### src/rtl/calc_pkg.sv
// calc_pkg: shared types for the calculator controller.
//   calc_state_t : 3-bit FSM state encoding (S_OP1..S_SHOW = 0..4)
//   calc_op_t    : 2-bit operator code (ADD, SUB, MUL, DIV)
package calc_pkg;

  typedef enum logic [2:0] {
    S_OP1  = 3'd0,
    S_OP2  = 3'd1,
    S_OPER = 3'd2,
    S_EXEC = 3'd3,
    S_SHOW = 3'd4
  } calc_state_t;

  typedef enum logic [1:0] {
    OP_ADD = 2'b00,
    OP_SUB = 2'b01,
    OP_MUL = 2'b10,
    OP_DIV = 2'b11
  } calc_op_t;

  localparam int CALC_DATA_W_DEF = 4;

endpackage

### src/rtl/calc_if.sv
// calc_if: user-side bus of the calculator controller.
//   master : drives confirm, display_mode_change, operator_select, operand_input
//            and observes state, display_value, display_mode, result_valid, ovf, div_err
//   slave  : the controller's view (directions mirrored)
// RES_W must stay >= 2*DATA_W so MUL results are exact.
interface calc_if #(
  parameter int DATA_W = 4,
  parameter int RES_W  = 2 * DATA_W
) ();
  logic              confirm;
  logic              display_mode_change;
  logic [1:0]        operator_select;
  logic [DATA_W-1:0] operand_input;
  logic [2:0]        state;
  logic [RES_W-1:0]  display_value;
  logic              display_mode;
  logic              result_valid;
  logic              ovf;
  logic              div_err;

  modport master (
    output confirm, display_mode_change, operator_select, operand_input,
    input  state, display_value, display_mode, result_valid, ovf, div_err
  );

  modport slave (
    input  confirm, display_mode_change, operator_select, operand_input,
    output state, display_value, display_mode, result_valid, ovf, div_err
  );
endinterface

### src/rtl/calc_alu.sv
// calc_alu: combinational signed ALU.
//   i_a, i_b        : signed DATA_W operands, sign-extended to RES_W before use
//   i_op            : operator (calc_op_t)
//   o_result        : signed RES_W result (DIV truncates toward zero)
//   o_div_by_zero   : DIV with zero divisor; o_result forced to 0 then
module calc_alu
  import calc_pkg::*;
#(
  parameter int DATA_W = 4,
  parameter int RES_W  = 2 * DATA_W
) (
  input  logic [DATA_W-1:0]       i_a,
  input  logic [DATA_W-1:0]       i_b,
  input  calc_op_t                i_op,
  output logic signed [RES_W-1:0] o_result,
  output logic                    o_div_by_zero
);

  logic signed [RES_W-1:0] w_a, w_b;

  assign w_a = {{(RES_W-DATA_W){i_a[DATA_W-1]}}, i_a};
  assign w_b = {{(RES_W-DATA_W){i_b[DATA_W-1]}}, i_b};

  // With RES_W >= 2*DATA_W, every product and the -min/-1 quotient fit exactly.
  always_comb begin
    o_result      = '0;
    o_div_by_zero = 1'b0;
    case (i_op)
      OP_ADD: o_result = w_a + w_b;
      OP_SUB: o_result = w_a - w_b;
      OP_MUL: o_result = w_a * w_b;
      OP_DIV: begin
        if (w_b == '0) o_div_by_zero = 1'b1;
        else           o_result      = w_a / w_b;
      end
      default: o_result = '0;
    endcase
  end

endmodule

### src/rtl/calc_controller.sv
// calc_controller: operand/operator entry FSM driving a signed ALU and display.
//   clk    : single clock, rising edge
//   reset  : synchronous, active-high; dominates all other inputs
//   bus    : calc_if.slave (confirm/mode pulses, operator, operand in;
//            state, display_value, display_mode, result_valid, ovf, div_err out)
// Optional feature macro CALC_CHAIN_EN: confirm in S_SHOW reloads operand1 from
// the low DATA_W bits of the result and skips straight to S_OP2.
module calc_controller
  import calc_pkg::*;
#(
  parameter int DATA_W = 4,
  parameter int RES_W  = 2 * DATA_W
) (
  input logic clk,
  input logic reset,
  calc_if.slave bus
);

  calc_state_t       r_state, w_next_state;
  logic [DATA_W-1:0] r_operand1, r_operand2;
  calc_op_t          r_op;
  logic [RES_W-1:0]  r_result;
  logic              r_display_mode, r_result_valid, r_ovf, r_div_err;

  logic signed [RES_W-1:0] w_result;
  logic                    w_div_by_zero, w_ovf;
  logic [RES_W-1:0]        w_display;

  calc_alu #(.DATA_W(DATA_W), .RES_W(RES_W)) u_alu (
    .i_a          (r_operand1),
    .i_b          (r_operand2),
    .i_op         (r_op),
    .o_result     (w_result),
    .o_div_by_zero(w_div_by_zero)
  );

  // In range iff the bits from the DATA_W sign position upward are all equal.
  assign w_ovf = !((&w_result[RES_W-1:DATA_W-1]) || !(|w_result[RES_W-1:DATA_W-1]));

  always_ff @(posedge clk) begin
    if (reset) r_state <= S_OP1;
    else       r_state <= w_next_state;
  end

  always_comb begin
    w_next_state = r_state;
    case (r_state)
      S_OP1:  if (bus.confirm) w_next_state = S_OP2;
      S_OP2:  if (bus.confirm) w_next_state = S_OPER;
      S_OPER: if (bus.confirm) w_next_state = S_EXEC;
      S_EXEC: w_next_state = S_SHOW;
      S_SHOW: begin
`ifdef CALC_CHAIN_EN
        if (bus.confirm) w_next_state = S_OP2;
`else
        if (bus.confirm) w_next_state = S_OP1;
`endif
      end
      default: w_next_state = S_OP1;
    endcase
  end

  always_ff @(posedge clk) begin
    if (reset) begin
      r_operand1     <= '0;
      r_operand2     <= '0;
      r_op           <= OP_ADD;
      r_result       <= '0;
      r_display_mode <= 1'b0;
      r_result_valid <= 1'b0;
      r_ovf          <= 1'b0;
      r_div_err      <= 1'b0;
    end else begin
      r_result_valid <= 1'b0;
      if (bus.display_mode_change) r_display_mode <= ~r_display_mode;
      if (bus.confirm) begin
        case (r_state)
          S_OP1:  r_operand1 <= bus.operand_input;
          S_OP2:  r_operand2 <= bus.operand_input;
          S_OPER: r_op       <= calc_op_t'(bus.operator_select);
`ifdef CALC_CHAIN_EN
          S_SHOW: r_operand1 <= r_result[DATA_W-1:0];
`endif
          default: ;
        endcase
      end
      // Result and flags only move on the single S_EXEC edge.
      if (r_state == S_EXEC) begin
        r_result       <= w_result;
        r_ovf          <= w_ovf;
        r_div_err      <= w_div_by_zero;
        r_result_valid <= 1'b1;
      end
    end
  end

  always_comb begin
    w_display = '0;
    case (r_state)
      S_OP1, S_OP2:   w_display = {{(RES_W-DATA_W){bus.operand_input[DATA_W-1]}}, bus.operand_input};
      S_OPER, S_EXEC: w_display = {{(RES_W-DATA_W){r_operand2[DATA_W-1]}}, r_operand2};
      S_SHOW:         w_display = r_result;
      default:        w_display = '0;
    endcase
  end

  assign bus.state         = r_state;
  assign bus.display_value = w_display;
  assign bus.display_mode  = r_display_mode;
  assign bus.result_valid  = r_result_valid;
  assign bus.ovf           = r_ovf;
  assign bus.div_err       = r_div_err;

endmodule

### src/flat_wrapper.sv
// flat-port wrapper written by rule: the top's interface ports become plain ports
module calc_controller_flat import calc_pkg::*;
#(
  parameter int DATA_W = 4,
  parameter int RES_W  = 2 * DATA_W
)
  (clk, reset, bus_confirm, bus_display_mode_change, bus_operator_select, bus_operand_input, bus_state, bus_display_value, bus_display_mode, bus_result_valid, bus_ovf, bus_div_err);
  calc_if #(.DATA_W(DATA_W), .RES_W(RES_W)) bus_i ();
  input logic clk;
  input logic reset;
  input wire logic [$bits(bus_i.confirm)-1:0] bus_confirm;
  input wire logic [$bits(bus_i.display_mode_change)-1:0] bus_display_mode_change;
  input wire logic [$bits(bus_i.operator_select)-1:0] bus_operator_select;
  input wire logic [$bits(bus_i.operand_input)-1:0] bus_operand_input;
  output wire logic [$bits(bus_i.state)-1:0] bus_state;
  output wire logic [$bits(bus_i.display_value)-1:0] bus_display_value;
  output wire logic [$bits(bus_i.display_mode)-1:0] bus_display_mode;
  output wire logic [$bits(bus_i.result_valid)-1:0] bus_result_valid;
  output wire logic [$bits(bus_i.ovf)-1:0] bus_ovf;
  output wire logic [$bits(bus_i.div_err)-1:0] bus_div_err;
  assign bus_i.confirm = bus_confirm;
  assign bus_i.display_mode_change = bus_display_mode_change;
  assign bus_i.operator_select = bus_operator_select;
  assign bus_i.operand_input = bus_operand_input;
  assign bus_state = bus_i.state;
  assign bus_display_value = bus_i.display_value;
  assign bus_display_mode = bus_i.display_mode;
  assign bus_result_valid = bus_i.result_valid;
  assign bus_ovf = bus_i.ovf;
  assign bus_div_err = bus_i.div_err;
  calc_controller #(.DATA_W(DATA_W), .RES_W(RES_W)) u_core (.clk(clk), .reset(reset), .bus(bus_i));
endmodule
### config.mk
export PLATFORM = sky130hd
export DESIGN_NAME = calc_controller_flat
export DESIGN_NICKNAME = d
export VERILOG_FILES = /design/src/rtl/calc_pkg.sv /design/src/rtl/calc_if.sv /design/src/rtl/calc_alu.sv /design/src/rtl/calc_controller.sv /design/src/flat_wrapper.sv
export SDC_FILE = /design/constraint.sdc
export NUM_CORES = 1
export LEC_CHECK = 0
export BUFFER_PORTS_ARGS = -buffer_cell sky130_fd_sc_hd__buf_2
export CORE_MARGIN = 2
export CORE_UTILIZATION = 40
export DETAILED_ROUTE_END_ITERATION = 12
export SLEW_MARGIN = 20
export SYNTH_ARGS = -nofsm -noshare
export SYNTH_HDL_FRONTEND = slang
export SYNTH_SLANG_ARGS = --single-unit
export TNS_END_PERCENT = 30
### constraint.sdc
create_clock -name clk -period 15.5 [get_ports clk]
set_input_delay 2.325 -clock clk [delete_from_list [all_inputs] [get_ports clk]]
set_output_delay 2.325 -clock clk [all_outputs]
set_load 0.03 [all_outputs]
== Word level (Yosys, flattened, before mapping) ==
Index checks and enable logic that the tools add are counted.

* Output and inout port bits: 15
* Memory bits (writable): 0
* Memories: 0
* Word-level logic and storage cells: 50
* Bits in latches: 0
* Register bits after elaboration: 25
* Bits of input ports: 10
* Bits in read-only memories: 0

* Shift-type cells: 0
* Bitwise gates (word level): 1
* Mux-type cells: 11
* $lt $le $gt $ge: 0
* Equality and inequality tests: 11
* Multiply operators: 1
* $add $sub $neg: 2
* Div/mod/pow operators: 1
* Reduce and logical (&&, ||, !) cells: 14

{| class="wikitable"
|+ Operator list
! cell !! number
|-
| 8-bit one-hot mux with 4 select lines || 1
|-
| 8-bit one-hot mux with 3 select lines || 1
|-
| 3-bit one-hot mux with 5 select lines || 1
|-
| 3-bit 2-to-1 mux || 4
|-
| 8-bit by 8-bit divider with 8-bit output || 1
|-
| 8-bit logical NOT || 1
|-
| 4-bit by 4-bit multiplier with 8-bit output || 1
|-
| 8-bit 2-to-1 mux || 1
|-
| 2-bit inequality test, second input constant || 4
|-
| 3-bit by 2-bit == test with 1-bit output, second input constant || 2
|-
| 2-bit AND reduction || 3
|-
| 4-bit by 4-bit adder with 5-bit output || 1
|-
| 5-bit AND reduction || 1
|-
| 5-bit OR reduction || 1
|-
| 4-bit by 4-bit subtractor with 5-bit output || 1
|-
| 2-bit == test, second input constant || 2
|-
| 4-bit AND reduction || 1
|-
| 2-bit OR reduction || 2
|-
| 3-bit by 1-bit == test with 1-bit output, second input constant || 1
|-
| 3-bit == test, second input constant || 1
|-
| 3-bit logical NOT || 1
|-
| 1-bit 2-to-1 mux || 3
|-
| 2-bit by 1-bit == test with 1-bit output, second input constant || 1
|-
| 1-bit logical NOT || 2
|-
| other kinds (3) || 3
|}

== Logic depth before layout (Yosys ltp) ==
* Depth after elaboration: 7
* Mapped depth: 53
* Gate-level depth less buffers: 52

== By module ==
From an unflattened synthesis, not the netlist that was laid out.

* Cells, all modules: 511
* Area total of the unflattened synthesis: 4167.7 um^2

{| class="wikitable"
|+ By module, submodules not included
! module !! seq. area each (um^2) !! instances !! area each (um^2) !! cells an instance
|-
| calc_alu || 0.0 || 1 || 3039.2 || 390
|-
| calc_controller || 500.5 || 1 || 1128.6 || 121
|}

== Worst setup path before layout ==
OpenSTA, ideal clock, no wires.

* Path kind: reg-to-reg
* Start point: register u_core.r_operand2[0]
* End point: register u_core.r_ovf, in the netlist u_core.bus.ovf
* Setup slack: 3.978 ns
* Cell stages (with the launch flop): 47
* Path buffers: 2
* Library setup time: 0.086 ns
* Period minus slack after synthesis: 11.522 ns
* Arrival: 11.436 ns
* Required time: 15.414 ns
* Cells stage by stage: dfxtp_1 > inv_1 > ha_1 > mux2i_1 > o211ai_1 > nor2_1 > ha_1 > o21a_1 > o21ai_0 > nor2_1 > ha_1 > o21a_1 > o21a_1 > o21ai_1 > mux2_2 > ha_1 > nand2_1 > o21ai_0 > (+11 left out) > a311oi_4 > mux2_2 > ha_1 > inv_1 > a221oi_1 > a31o_2 > clkbuf_1 > mux2_2 > ha_1 > a2111o_1 > a31oi_1 > ha_1 > a31oi_1 > xnor2_1 > a221oi_2 > nor2_1 > and4_2 > a211oi_1

* Word-level cells in the longest chain between the ends: 7
* Elaborated cells between the ends (all ways): 12
* Those cells by class: add/sub: 2; mul: 1; div: 1; mux: 2; reduce/logical: 6

{| class="wikitable"
|+ RTL lines
! what !! RTL line !! RTL
|-
| from (decl) || calc_controller.sv:20 || <nowiki>logic [DATA_W-1:0] r_operand1, r_operand2;</nowiki>
|-
| from (signal assigned) || calc_controller.sv:79 || <nowiki>S_OP2: r_operand2 <= bus.operand_input;</nowiki>
|-
| 8-bit by 8-bit divider with 8-bit output or 8-bit logical NOT (tied branches) || calc_alu.sv:34, calc_alu.sv:33 ||
|-
| 8-bit 2-to-1 mux || calc_alu.sv:33 || <nowiki>if (w_b == '0) o_div_by_zero = 1'b1;</nowiki>
|-
| 8-bit one-hot mux with 4 select lines (*) || calc_alu.sv:28 || <nowiki>case (i_op)</nowiki>
|-
| 5-bit OR reduction || calc_controller.sv:38 || <nowiki>assign w_ovf = !((&w_result[RES_W-1:DATA_W-1]) || !(|w_result[RES_W-1:DATA_W-1]));</nowiki>
|-
| 1-bit logical NOT || calc_controller.sv:38 ||
|-
| 1-bit logical OR (*) || calc_controller.sv:38 ||
|-
| 1-bit logical NOT (*) || calc_controller.sv:38 ||
|-
| to (signal assigned) || calc_controller.sv:90 || <nowiki>r_ovf <= w_ovf;</nowiki>
|-
| to (decl) || calc_controller.sv:23 || <nowiki>logic r_display_mode, r_result_valid, r_ovf, r_div_err;</nowiki>
|}

Every way passes the cells marked *; elsewhere a longest branch is shown, timed or not.
A chain may end at the register's enable or synchronous reset.

== Final worst setup path ==
Ends and elaborated chain as after synthesis.

==> results.py <==
metrics = {
    "routing": {
        "drt-initial-drc-count": 242,
        "antenna_violating_nets_post_route": 0,
        "route.detailed.drc": 0,
        "via_to_cell_ratio": 5.44,
        "route.detailed.wl_per_inst_um": 14.8,
        "first_pass_iters": 5,
        "via_count": 3484,
        "routed_wirelength_um": 9470,
    },
    "sta": {
        "grt_setup_unrepaired": "no",
        "final_min_period_over_clock_period": 0.858,
        "setup-tns-final_ps": 0,
        "relSlewSlack": 0.405,
        "maxClockFrequency_ghz": 0.0752,
        "worst-slew-pin-transition_ps": 867,
        "maxSlewViolCount": 0,
        "hold_violations": 0,
        "setup_viol_count_final": 0,
        "finalCriticalPeriod_ps": 13290,
        "fin_skew_ps": 8.85,
    },
    "critical_path": {
        "worst_setup_path_end_kind": "flop",
        "critPathMaxStageDelay_ps": 700,
        "cp_data_required_time_ps": 15690,
        "crit_path_start_kind": "flop",
        "worstPathMaxFanout": 11,
        "cell_with_the_largest_stage_delay_on_the_worst_path": "a2111oi_0",
        "crit_arrival_ps": 13480,
        "timing.reg2reg.setup_slack_ps": 2210,
        "setup.worst_path.class": "flop to flop",
        "critical_path.most_common_cell": "ha_1",
    },
    "layout": {
        "finished_cell_area_um2": 4100,
        "antennaDiodeCount": 0,
        "share_of_post_route_cells_with_drive_strength_above_1": 0.0998,
        "nets": 594,
        "final_core_util": 0.444,
        "area.growth.synth_to_final_pct": 7.87,
    },
    "logic_synthesis": {
        "async_flop_share": 0,
        "mappedNetlistArea_um2": 3800,
        "ys_ff_latch": 25,
        "synthCells": 487,
        "prevailing_post_synth_register_cell": "dfxtp_1",
        "average_instance_area_after_synthesis_um2": 7.81,
        "synth_cell_types": 67,
        "number_of_flops_mapped_to_enable_cells_by_yosys": 0,
        "yosysWarningCount": 0,
        "synth_sequential_area_ratio": 0.132,
    },
    "floorplanning": {
        "initial_core_util": 0.411,
        "rows": 35,
        "core-area_um2": 9240,
        "floorplan.die.height_um": 101,
        "die_width_um": 101,
        "die_area_um2": 10300,
        "ios": 25,
    },
    "global_route": {
        "grt.overflow.total": 0,
        "global_route.usage.total": 0.191,
        "global_route_wire_length_before_repair_um": 15800,
        "maximum_number_of_pins_on_one_net_before_global_route_repair": 26,
        "antenna_found_initial": 0,
        "number_of_global_route_vias_before_repair": 3204,
    },
    "placement": {
        "total_half_perimeter_wirelength_after_legalization_and_detailed_placement_um": 7720,
        "place_area_um2": 4050,
        "gp_routability_congestion": 0.919,
        "io_buffers": 24,
    },
    "clocking": {
        "cts.sink_count": 25,
        "post-cts-setup-buffers": 0,
        "clock_tree_from_tritoncts": "yes",
        "holdBufCountCts": 0,
        "clock_latency_ps": 270,
        "cts_bufs_inserted": 3,
        "clock_tree.buffer_depth": 2,
        "cts.htree.levels": 1,
        "clock-root-buffer": "clkbuf_8",
        "cts_repair_resize_count": 0,
        "clk_transition_reported_paths_ps": 90,
    },
    "worst_hold_path": {
        "worst_hold_path_type": "flop to flop",
    },
    "run": {
        "drv_cap": 0,
    },
    "run_status": {
        "result_of_the_run": "completed",
    },
}
-- synth_stat cells, drive strengths merged, types with 7 or more instances --
library cell	instances	area, um2
ha	61	763
nor2	58	218
a21oi	40	200
inv	39	146
o21ai	33	169
nand2	32	120
dfxtp	25	500
xnor2	19	166
nor3	18	90.1
o21a	16	120
fa	11	220
mux2i	10	100
nor2b	9	56.3
buf	8	47.5
clkbuf	8	30.0
mux2	8	93.8
a21o	7	52.6
o31ai	7	57.6
-- routing by layer --
metal	global-route usage	wire, um	up-vias
li1	-	-	1779
met1	0.291	4800	1616
met2	0.302	4190	85
met3	0.0179	444	4
met4	0.0218	40	0
met5	0	0	-
-- cells in the final DEF, fill, tap and decap left out, drive strengths merged, types with 5 or more instances in the layout --
cell type  count
ha            61
nor2          58
a21oi         40
inv           40
o21ai         33
nand2         32
dfxtp         25
buf           24
xnor2         19
nor3          18
o21a          16
conb          14
fa            11
mux2i         10
nor2b          9
mux2           8
a21o           7
o31ai          7
a211oi         6
xor2           5
nor4           5
-- stage by stage --
step                hold WS, ps  std cells  setup slack [ps]
detailed placement          442        636              2300
global route                470        640              1040
global placement            438        636              2860
finish                      450        640              2210
floorplan                   432        499              3980
CTS                         454        640              2220
-- worst paths after layout --
check,from,endpoint,cells after the start
worst max-delay path,u_core.r_operand2[0],u_core.bus.ovf,44
worst min-delay path,u_core.bus.div_err,u_core.bus.div_err,2
worst max register to register,u_core.r_operand2[0],u_core.bus.ovf,44
worst min register to register,u_core.bus.div_err,u_core.bus.div_err,2
-- flip-flops by register name (all words and copies together), names as in the netlist --
| signal | cells |
|---|---|
| u_core.r_result | 8 |
| u_core.r_operand1 | 4 |
| u_core.r_operand2 | 4 |
| u_core.bus.state | 3 |
| u_core.r_op | 2 |
| u_core.bus.display_mode | 1 |
| u_core.bus.div_err | 1 |
| u_core.bus.ovf | 1 |
| u_core.bus.result_valid | 1 |
-- worst max-delay path, delay by kind of cell (launching register included) --
family	cells	cell delay [ps]
buffers and inverters	2	380
AOI/OAI and AO/OA	19	5510
DFF	1	550
adders and majority gates	9	2720
xor gates and xnor gates	1	190
muxes	5	2310
and+or+nand+nor	8	1520
-- cell families (layout without fill, tap and decap cells) --
group,count (synthesis),after routing,share of synthesized area
other,2,14,0.00198
DFF,25,25,0.132
AOI/OAI and AO/OA,138,138,0.243
adders and majority gates,72,72,0.259
buffers and inverters,55,67,0.0589
xor gates and xnor gates,24,24,0.0553
muxes,18,18,0.0510
and+or+nand+nor,153,153,0.200
-- layout make-up --
type	count	area, um2
multi-input combinational	419	3120
fill	956	5140
clock buffer	3	41.3
sequential	25	500
inverter	39	146
timing repair buffer	24	120
clock inverter	1	8.76
tap	129	161
Power is not shown: default switching activity piles up to over one toggle a cycle in this logic, so the estimate is an artifact.
